--- src/rtl/jtag_tap_master.sv ---
// jtag_tap_master
//   On-chip JTAG master for the tap_top TAP. Runs on the system clock and builds
//   TCK/TMS/TDI from a programmable divider. One command at a time: an IR value
//   plus a DR bit count. It walks the TAP through IR (and optionally DR) scans and
//   streams DR data in (din) and captured TDO data out (dout).
//
//   Ports
//     clk_i, rst_i                 system clock, synchronous active-high reset
//     cmd_valid_i/cmd_ready_o      command handshake (ready only in Run-Test/Idle)
//     cmd_ir_i, cmd_len_i          instruction (LSB first), DR length (0 = IR only)
//     din_i/din_valid_i/din_ready_o  DR data words, LSB shifted first
//     dout_o/dout_valid_o          captured TDO words, strobe with no backpressure
//     done_o                       strobe when a command returns to Run-Test/Idle
//     tck_o, tms_o, tdi_o, tdo_i   JTAG pins towards tap_top
//     tap_rst_no                   TAP reset, registered ~rst_i
module jtag_tap_master #(
    parameter int IR_W    = 6,
    parameter int LEN_W   = 16,
    parameter int DATA_W  = 8,
    parameter int TCK_DIV = 2
) (
    input  logic              clk_i,
    input  logic              rst_i,
    input  logic              cmd_valid_i,
    output logic              cmd_ready_o,
    input  logic [IR_W-1:0]   cmd_ir_i,
    input  logic [LEN_W-1:0]  cmd_len_i,
    input  logic [DATA_W-1:0] din_i,
    input  logic              din_valid_i,
    output logic              din_ready_o,
    output logic [DATA_W-1:0] dout_o,
    output logic              dout_valid_o,
    output logic              done_o,
    output logic              tck_o,
    output logic              tms_o,
    output logic              tdi_o,
    input  logic              tdo_i,
    output logic              tap_rst_no
);

    localparam int DIV_W  = (TCK_DIV > 1) ? $clog2(TCK_DIV) : 1;
    localparam int IDX_W  = (DATA_W > 1) ? $clog2(DATA_W) : 1;
    localparam int STEP_W = $clog2(IR_W + 8);

    localparam logic [DIV_W-1:0]  DIV_LAST = DIV_W'(TCK_DIV - 1);
    localparam logic [IDX_W-1:0]  IDX_LAST = IDX_W'(DATA_W - 1);
    localparam logic [STEP_W-1:0] IR_LAST  = STEP_W'(IR_W - 1);

    typedef enum logic [3:0] {
        S_TLR, S_IDLE, S_IR_HDR, S_IR_SHIFT, S_IR_TAIL,
        S_IDLE_TAIL, S_DR_HDR, S_DR_SHIFT, S_DR_TAIL
    } state_t;

    state_t              state;
    logic [STEP_W-1:0]   step;        // period index within the current state
    logic [DIV_W-1:0]    div;
    logic                stall;       // waiting for a din word before a DR period
    logic [IR_W-1:0]     ir_sh;
    logic [LEN_W-1:0]    len_q;
    logic [LEN_W-1:0]    shift_left;  // DR periods not yet started
    logic [LEN_W-1:0]    load_left;   // DR bits not yet loaded from din
    logic [DATA_W-1:0]   hold;
    logic                full;
    logic [IDX_W-1:0]    bit_idx;
    logic [DATA_W-1:0]   obuf;
    logic [IDX_W-1:0]    cap_idx;

    logic                running, last_div, period_end, capture;
    logic                din_take, avail, start_req;
    logic [DATA_W-1:0]   word, cap_word;

    assign din_ready_o = !full && (state == S_DR_HDR || state == S_DR_SHIFT) && (load_left != '0);

    assign running    = (state != S_IDLE) && !stall;
    assign last_div   = (div == DIV_LAST);
    assign period_end = running && tck_o && last_div;
    // First high cycle of a DR shift period: the cycle in which TCK rose.
    assign capture    = running && (state == S_DR_SHIFT) && tck_o && (div == '0);
    assign din_take   = din_valid_i && din_ready_o;
    // A word arriving this cycle can feed a period starting this cycle.
    assign avail      = full || din_take;
    assign word       = full ? hold : din_i;
    assign cap_word   = obuf | (DATA_W'(tdo_i) << cap_idx);
    assign start_req  = stall ||
                        (period_end && ((state == S_DR_HDR && step == STEP_W'(2)) ||
                                        (state == S_DR_SHIFT && shift_left != '0)));

    always_ff @(posedge clk_i) begin
        if (rst_i) begin
            state        <= S_TLR;
            step         <= '0;
            div          <= '0;
            stall        <= 1'b0;
            ir_sh        <= '0;
            len_q        <= '0;
            shift_left   <= '0;
            load_left    <= '0;
            hold         <= '0;
            full         <= 1'b0;
            bit_idx      <= '0;
            obuf         <= '0;
            cap_idx      <= '0;
            tck_o        <= 1'b0;
            tms_o        <= 1'b1;
            tdi_o        <= 1'b0;
            tap_rst_no   <= 1'b0;
            cmd_ready_o  <= 1'b0;
            dout_o       <= '0;
            dout_valid_o <= 1'b0;
            done_o       <= 1'b0;
        end else begin
            tap_rst_no   <= 1'b1;
            done_o       <= 1'b0;
            dout_valid_o <= 1'b0;

            if (din_take) begin
                hold      <= din_i;
                full      <= 1'b1;
                load_left <= (load_left > LEN_W'(DATA_W)) ? load_left - LEN_W'(DATA_W) : '0;
            end

            if (running) begin
                if (!last_div) begin
                    div <= div + 1'b1;
                end else if (!tck_o) begin
                    tck_o <= 1'b1;
                    div   <= '0;
                end else begin
                    // End of a bit period: TCK falls and the next TMS/TDI go out.
                    tck_o <= 1'b0;
                    div   <= '0;
                    case (state)
                        S_TLR: begin
                            if (step == STEP_W'(5)) begin
                                state       <= S_IDLE;
                                step        <= '0;
                                cmd_ready_o <= 1'b1;
                            end else begin
                                step  <= step + 1'b1;
                                tms_o <= (step < STEP_W'(4));
                            end
                        end
                        S_IR_HDR: begin
                            if (step == STEP_W'(3)) begin
                                state <= S_IR_SHIFT;
                                step  <= '0;
                                tms_o <= (IR_W == 1);
                                tdi_o <= ir_sh[0];
                                ir_sh <= ir_sh >> 1;
                            end else begin
                                step  <= step + 1'b1;
                                tms_o <= (step == '0);
                            end
                        end
                        S_IR_SHIFT: begin
                            if (step == IR_LAST) begin
                                state <= S_IR_TAIL;
                                tms_o <= 1'b1;
                                tdi_o <= 1'b0;
                            end else begin
                                step  <= step + 1'b1;
                                tms_o <= ((step + STEP_W'(1)) == IR_LAST);
                                tdi_o <= ir_sh[0];
                                ir_sh <= ir_sh >> 1;
                            end
                        end
                        S_IR_TAIL: begin
                            step <= '0;
                            if (len_q == '0) begin
                                state <= S_IDLE_TAIL;
                                tms_o <= 1'b0;
                            end else begin
                                state <= S_DR_HDR;
                                tms_o <= 1'b1;
                            end
                        end
                        S_DR_HDR: begin
                            // Last header period hands over to start_req below.
                            if (step != STEP_W'(2)) begin
                                step  <= step + 1'b1;
                                tms_o <= 1'b0;
                            end
                        end
                        S_DR_SHIFT: begin
                            if (shift_left == '0) begin
                                state <= S_DR_TAIL;
                                step  <= '0;
                                tms_o <= 1'b1;
                                tdi_o <= 1'b0;
                            end
                        end
                        S_DR_TAIL: begin
                            if (step == '0) begin
                                step  <= step + 1'b1;
                                tms_o <= 1'b0;
                            end else begin
                                state       <= S_IDLE;
                                done_o      <= 1'b1;
                                cmd_ready_o <= 1'b1;
                            end
                        end
                        S_IDLE_TAIL: begin
                            state       <= S_IDLE;
                            done_o      <= 1'b1;
                            cmd_ready_o <= 1'b1;
                        end
                        default: state <= S_TLR;
                    endcase
                end
            end

            if (state == S_IDLE && cmd_valid_i && cmd_ready_o) begin
                cmd_ready_o <= 1'b0;
                state       <= S_IR_HDR;
                step        <= '0;
                ir_sh       <= cmd_ir_i;
                len_q       <= cmd_len_i;
                shift_left  <= cmd_len_i;
                load_left   <= cmd_len_i;
                full        <= 1'b0;
                bit_idx     <= '0;
                obuf        <= '0;
                cap_idx     <= '0;
                tms_o       <= 1'b1;
                tdi_o       <= 1'b0;
                tck_o       <= 1'b0;
                div         <= '0;
            end

            if (capture) begin
                if (cap_idx == IDX_LAST || shift_left == '0) begin
                    dout_o       <= cap_word;
                    dout_valid_o <= 1'b1;
                    obuf         <= '0;
                    cap_idx      <= '0;
                end else begin
                    obuf    <= cap_word;
                    cap_idx <= cap_idx + 1'b1;
                end
            end

            // A DR shift period only starts with its data bit in hand; otherwise
            // TCK parks low with TMS/TDI held and the divider frozen.
            if (start_req) begin
                state <= S_DR_SHIFT;
                tck_o <= 1'b0;
                div   <= '0;
                if (avail) begin
                    stall      <= 1'b0;
                    tdi_o      <= word[bit_idx];
                    tms_o      <= (shift_left == LEN_W'(1));
                    shift_left <= shift_left - 1'b1;
                    if (bit_idx == IDX_LAST || shift_left == LEN_W'(1)) begin
                        full    <= 1'b0;
                        bit_idx <= '0;
                    end else begin
                        full    <= 1'b1;
                        hold    <= word;
                        bit_idx <= bit_idx + 1'b1;
                    end
                end else begin
                    stall <= 1'b1;
                end
            end
        end
    end

endmodule

--- config.mk ---
export PLATFORM = sky130hd
export DESIGN_NAME = jtag_tap_master
export DESIGN_NICKNAME = d
export VERILOG_FILES = /design/src/rtl/jtag_tap_master.sv
export SDC_FILE = /design/constraint.sdc
export NUM_CORES = 1
export LEC_CHECK = 0
export BUFFER_PORTS_ARGS = -buffer_cell sky130_fd_sc_hd__clkbuf_2
export CORE_MARGIN = 1.5
export CORE_UTILIZATION = 55
export CTS_CLUSTER_DIAMETER = 40
export DETAILED_ROUTE_END_ITERATION = 10
export GPL_TIMING_DRIVEN = 0
export PLACE_DENSITY = 0.87
export SKIP_LAST_GASP = 1
export SYNTH_ARGS = -nofsm -noshare
export SYNTH_HDL_FRONTEND = slang
export SYNTH_SLANG_ARGS = --single-unit
--- constraint.sdc ---
create_clock -name clk_i -period 2.95 [get_ports clk_i]
set_input_delay 0.4425 -clock clk_i [delete_from_list [all_inputs] [get_ports clk_i]]
set_output_delay 0.4425 -clock clk_i [all_outputs]
set_load 0.01 [all_outputs]
# Word level (Yosys, flattened, before mapping)
# Index checks and enable logic that the tools add are counted.
# totals
regBits	102
input_bits	35
output_inout_bits	16
elab_cells	209
# classes
add_sub_neg	6
order_cmp	3
eq_ne	33
shifts	1
mux	88
n_bitwise	6
n_reduce_logical	50
# ops
operator	n
$mux W16	6
$mux W8	8
$mux W4	11
$mux W1	36
$mux W3	12
$mux W6	6
$logic_not A16 Y1	2
$pmux W4 S8	1
$reduce_bool A16 Y1	2
$pmux W4 S7	1
$eq A4 B3 Y1 const B	6
$reduce_and A9 Y1	2
$eq A16 B1 Y1 const B	1
$eq A4 B2 Y1 const B	4
$gt A16 B4 Y1 const B	1
$ne A4 B4 Y1 const B	4
$sub A16 B1 Y16 const B	1
$sub A16 B4 Y16 const B	1
$reduce_bool A3 Y1	5
$logic_and A1 B1 Y1	14
$ne A2 B2 Y1 const B	6
$pmux W6 S2	1
$reduce_and A6 Y1	2
$reduce_bool A2 Y1	5
30 further kinds	49

# Longest topological paths before layout
# logic_depth
depth_word	10
mapped_depth	9
ltp_nobuf	8

# Worst setup path before layout
# OpenSTA, ideal clock, no wires.
# synth_path
path_type	register to register
start	register shift_left[0]
end	register state[0]
setup_time_ns	0.122
arrival_ns	2.102
required_ns	2.828
path_slack_ns	0.726
stages_incl_launch_ff	10
path_buffers	1
synth_period_minus_slack_ns	2.224
cell_sequence	dfxtp_1 > inv_1 > ha_1 > nor3b_1 > nand4_1 > a31o_4 > buf_2 > nor4_1 > o21ai_1 > o311a_1
# synth_between
elab_chain_len	7
# synth_lines
element	line_no	source
start, declared	60	logic [LEN_W-1:0] shift_left;
start signal, assigned	218	shift_left <= cmd_len_i;
start signal, assigned	252	shift_left <= shift_left - 1'b1;
$reduce_bool A16 Y1	86	(state == S_DR_SHIFT && shift_left != '0)));
$logic_and A1 B1 Y1	86	
$logic_or A1 B1 Y1	85	(period_end && ((state == S_DR_HDR && step == STEP_W'(2)) ||
$logic_and A1 B1 Y1	85	
$logic_or A1 B1 Y1	84	assign start_req = stall ||
$ne A4 B4 Y1 (no line) (tied with other cells)	--	
$reduce_and A9 Y1 (no line)	--	
end signal, assigned	90	state <= S_TLR;
end signal, assigned	135	state <= S_IDLE;
end signal, assigned	145	state <= S_IR_SHIFT;
end, declared	54	state_t state;
# Several ways; a longest one is shown, not always the timed one.
# A chain may end at the register's enable or synchronous reset.

# Worst setup path in the final report
# layout_path
start	register step[0]
end	register shift_left[12]
# layout_between
elab_chain_len	6
# layout_lines
element	line_no	source
start, declared	55	logic [STEP_W-1:0] step;
start signal, assigned	139	step <= step + 1'b1;
start signal, assigned	151	step <= step + 1'b1;
start signal, assigned	161	step <= step + 1'b1;
$eq A4 B2 Y1	85	
$logic_and A1 B1 Y1	85	
$logic_or A1 B1 Y1	85	
$logic_and A1 B1 Y1	85	
$logic_or A1 B1 Y1	84	
$mux W16	244	if (start_req) begin
# Every way passes these cells.

==> results.json <==
{
  "synthDistinctLibCells": 78,
  "clk_latency_ns": 0.38,
  "coreArea_mm2": 0.00933,
  "routed_wl_um": 15400,
  "async_reset_ff_share_pct": 0,
  "critPathMaxFanout": 6,
  "clock_sinks": 102,
  "cts_made_buffers": 9,
  "start_util_pct": 57.1,
  "grt_usage_pct": 30.6,
  "fin_worst_skew_ns": 0.0117,
  "overflow": 0,
  "hold_viol_final": 0,
  "routed_via_density": 6.44,
  "row_count": 35,
  "syn_area_mm2": 0.00533,
  "grt_max_degree": 19,
  "final_nets": 736,
  "endpoint_kind": "flip-flop",
  "synth_fp_nets": 675,
  "report.final.slew_viol_count": 0,
  "vias": 5300,
  "synth_edf_count": 0,
  "max_slew_margin_pct": 40.0,
  "outcome": "finished clean",
  "drt-initial-drc-count": 485,
  "layout_common_cells": "102 x dfxtp_1, 65 x nand2_1, 61 x nor2_1",
  "port_buffers": 50,
  "cts.clk_slew.worst_paths_ns": 0.11,
  "yosys_warnings": 0,
  "synthFlopType": "dfxtp_1",
  "mostFrequentLayoutCell": "dfxtp_1",
  "root_buffer": "clkbuf_8",
  "die_w_um": 101,
  "tightest_slew_ns": 0.893,
  "dr.pass1.iters": 5,
  "grt_setup_unrepaired": "no",
  "cts_htree_levels": 3,
  "fin_crit_ns": 2.68,
  "syn_inst": 628,
  "ir_drop_uv": 319,
  "register_area_mm2": 0.00204,
  "timing.fmax_mhz": 373,
  "hpwl_um": 11400,
  "clk_path_buf_depth": 2,
  "diodes": 0,
  "yosysSeqAreaShare_pct": 38.3,
  "syn_to_final_growth_pct": 11.2,
  "ant_nets": 0,
  "setup_violations": 0,
  "power.leakage_nw": 2.23,
  "multi_input_area_mm2": 0.00305,
  "worst_ep_required_time_ns": 3.25,
  "antenna_found_initial": 0,
  "cp-start-kind": "flip-flop",
  "die_area_mm2": 0.0103,
  "drv_cap": 0,
  "io_pins": 51,
  "period_share_pct": 90.8,
  "cts_tree": "built",
  "ctsHoldBuffers": 0,
  "fin_setup_tns_ns": 0,
  "drc_errors": 0,
  "powerDensity_mw_per_mm2": 394,
  "grt_pass1_wl_um": 24600,
  "n_fill_cell": 823,
  "grt_pass1_vias": 4923,
  "cp.arrival_ns": 2.98,
  "routabilityCongestion": 0.947,
  "die_h_um": 101,
  "syn_avg_cell_area_um2": 8.49,
  "layout.cells.non_filler": 823,
  "synth-seq-cells": 102,
  "hold_class": "primary input to flip-flop",
  "drive_above_1_share_pct": 15.6,
  "place_inst": 807,
  "routedWlPerCell_um": 18.7,
  "critPathKind": "flip-flop to flip-flop"
}
cell families (layout without fill, tap and decap cells):
kind of cell    count (synthesis)  count (layout)  synth area share [%]
buf+inv                        56             122                  4.51
compound gates                163             163                  21.7
flops                         102             102                  38.3
fa+ha+maj                      12              12                  2.82
simple gates                  257             257                  24.5
mux                            31              31                  7.00
xor+xnor                        7               7                  1.15
worst max-delay path, cell delays in order (launching register included):
cell	delay (ns)
dfxtp_1	0.36
inv_1	0.14
ha_1	0.17
nand4bb_1	0.16
o41ai_2	0.68
o221ai_1	0.25
a21oi_1	0.51
o311ai_0	0.22
o21ai_0	0.13
where the power goes:
part / total [mW] / switching [mW] / leakage, nW / internal, mW
combinational: 0.109 / 0.0687 / 1.32 / 0.0407
sequential: 1.39 / 0.00608 / 0.822 / 1.38
clock: 0.842 / 0.525 / 0.0888 / 0.317
final timing paths:
kind,end,slack [ns],from,cells after the start
worst max-delay path,shift_left[12],0.27,step[0],8
worst min-delay path,ir_sh[5],0.30,cmd_ir_i[5],3
worst max register to register,shift_left[12],0.27,step[0],8
worst min register to register,len_q[7],0.47,len_q[7],2
metal layers:
layer	up-vias	routed length [um]	global-route usage, %
met3	45	1470	7.52
met4	0	366	10.4
li1	2444	-	-
met5	-	0	0
met2	279	7190	49.7
met1	2532	6390	40.0
cells in the mapped netlist (7+ instances only):
| master | number | area [um^2] |
|---|---|---|
| a211oi_1 | 9 | 67.6 |
| a21oi_1 | 47 | 235 |
| a22oi_1 | 12 | 90.1 |
| a31oi_1 | 15 | 93.8 |
| buf_2 | 12 | 60.1 |
| clkbuf_1 | 23 | 86.3 |
| dfxtp_1 | 102 | 2040 |
| ha_1 | 12 | 150 |
| inv_1 | 17 | 63.8 |
| mux2i_1 | 26 | 260 |
| nand2_1 | 65 | 244 |
| nand3_1 | 26 | 130 |
| nand4_1 | 8 | 50.1 |
| nor2_1 | 61 | 229 |
| nor2b_1 | 7 | 43.8 |
| nor3_1 | 26 | 130 |
| nor4_1 | 14 | 87.6 |
| o21ai_0 | 19 | 95.1 |
layout make-up:
| class | instances | share of cell area [%] |
|---|---|---|
| flip-flops and latches | 102 | 34.4 |
| plain buffers | 39 | 2.98 |
| clock buffers | 9 | 2.09 |
| multi-input cells | 470 | 51.5 |
| clock inverters | 7 | 0.992 |
| repair buffers | 50 | 4.22 |
| inverters | 17 | 1.08 |
| well taps | 129 | 2.72 |
flip-flops by register name, summed over array words and instances (netlist names), 3 cells and up:
| name | count |
|---|---|
| cap_idx | 3 |
| ir_sh | 6 |
| hold | 8 |
| len_q | 16 |
| shift_left | 16 |
| step | 4 |
| dout_o | 8 |
| obuf | 8 |
| state | 4 |
| bit_idx | 3 |
| load_left | 16 |
metrics by stage:
stage / setup WS, ns / utilization, % / total power [mW] / hold slack [ns] / instance area, um^2
after floorplan: 0.726 / - / 1.47 / 0.434 / 5330
after detailed placement: 0.222 / 61.5 / 1.53 / 0.449 / 5740
after CTS: 0.191 / 63.5 / 2.35 / 0.290 / 5920
after global placement: 0.272 / 61.5 / 1.52 / 0.444 / 5740
after global routing: 0.101 / 63.6 / 2.42 / 0.306 / 5930
final: 0.271 / 63.6 / 2.34 / 0.296 / 5930
timing repair:
| action | in CTS | in global routing |
|---|---|---|
| setup endpoints to repair | 0 | 3 |
| buffers inserted | 0 | 0 |
| gates resized for setup | 0 | 1 |
Power figures use the tool's default switching activity.
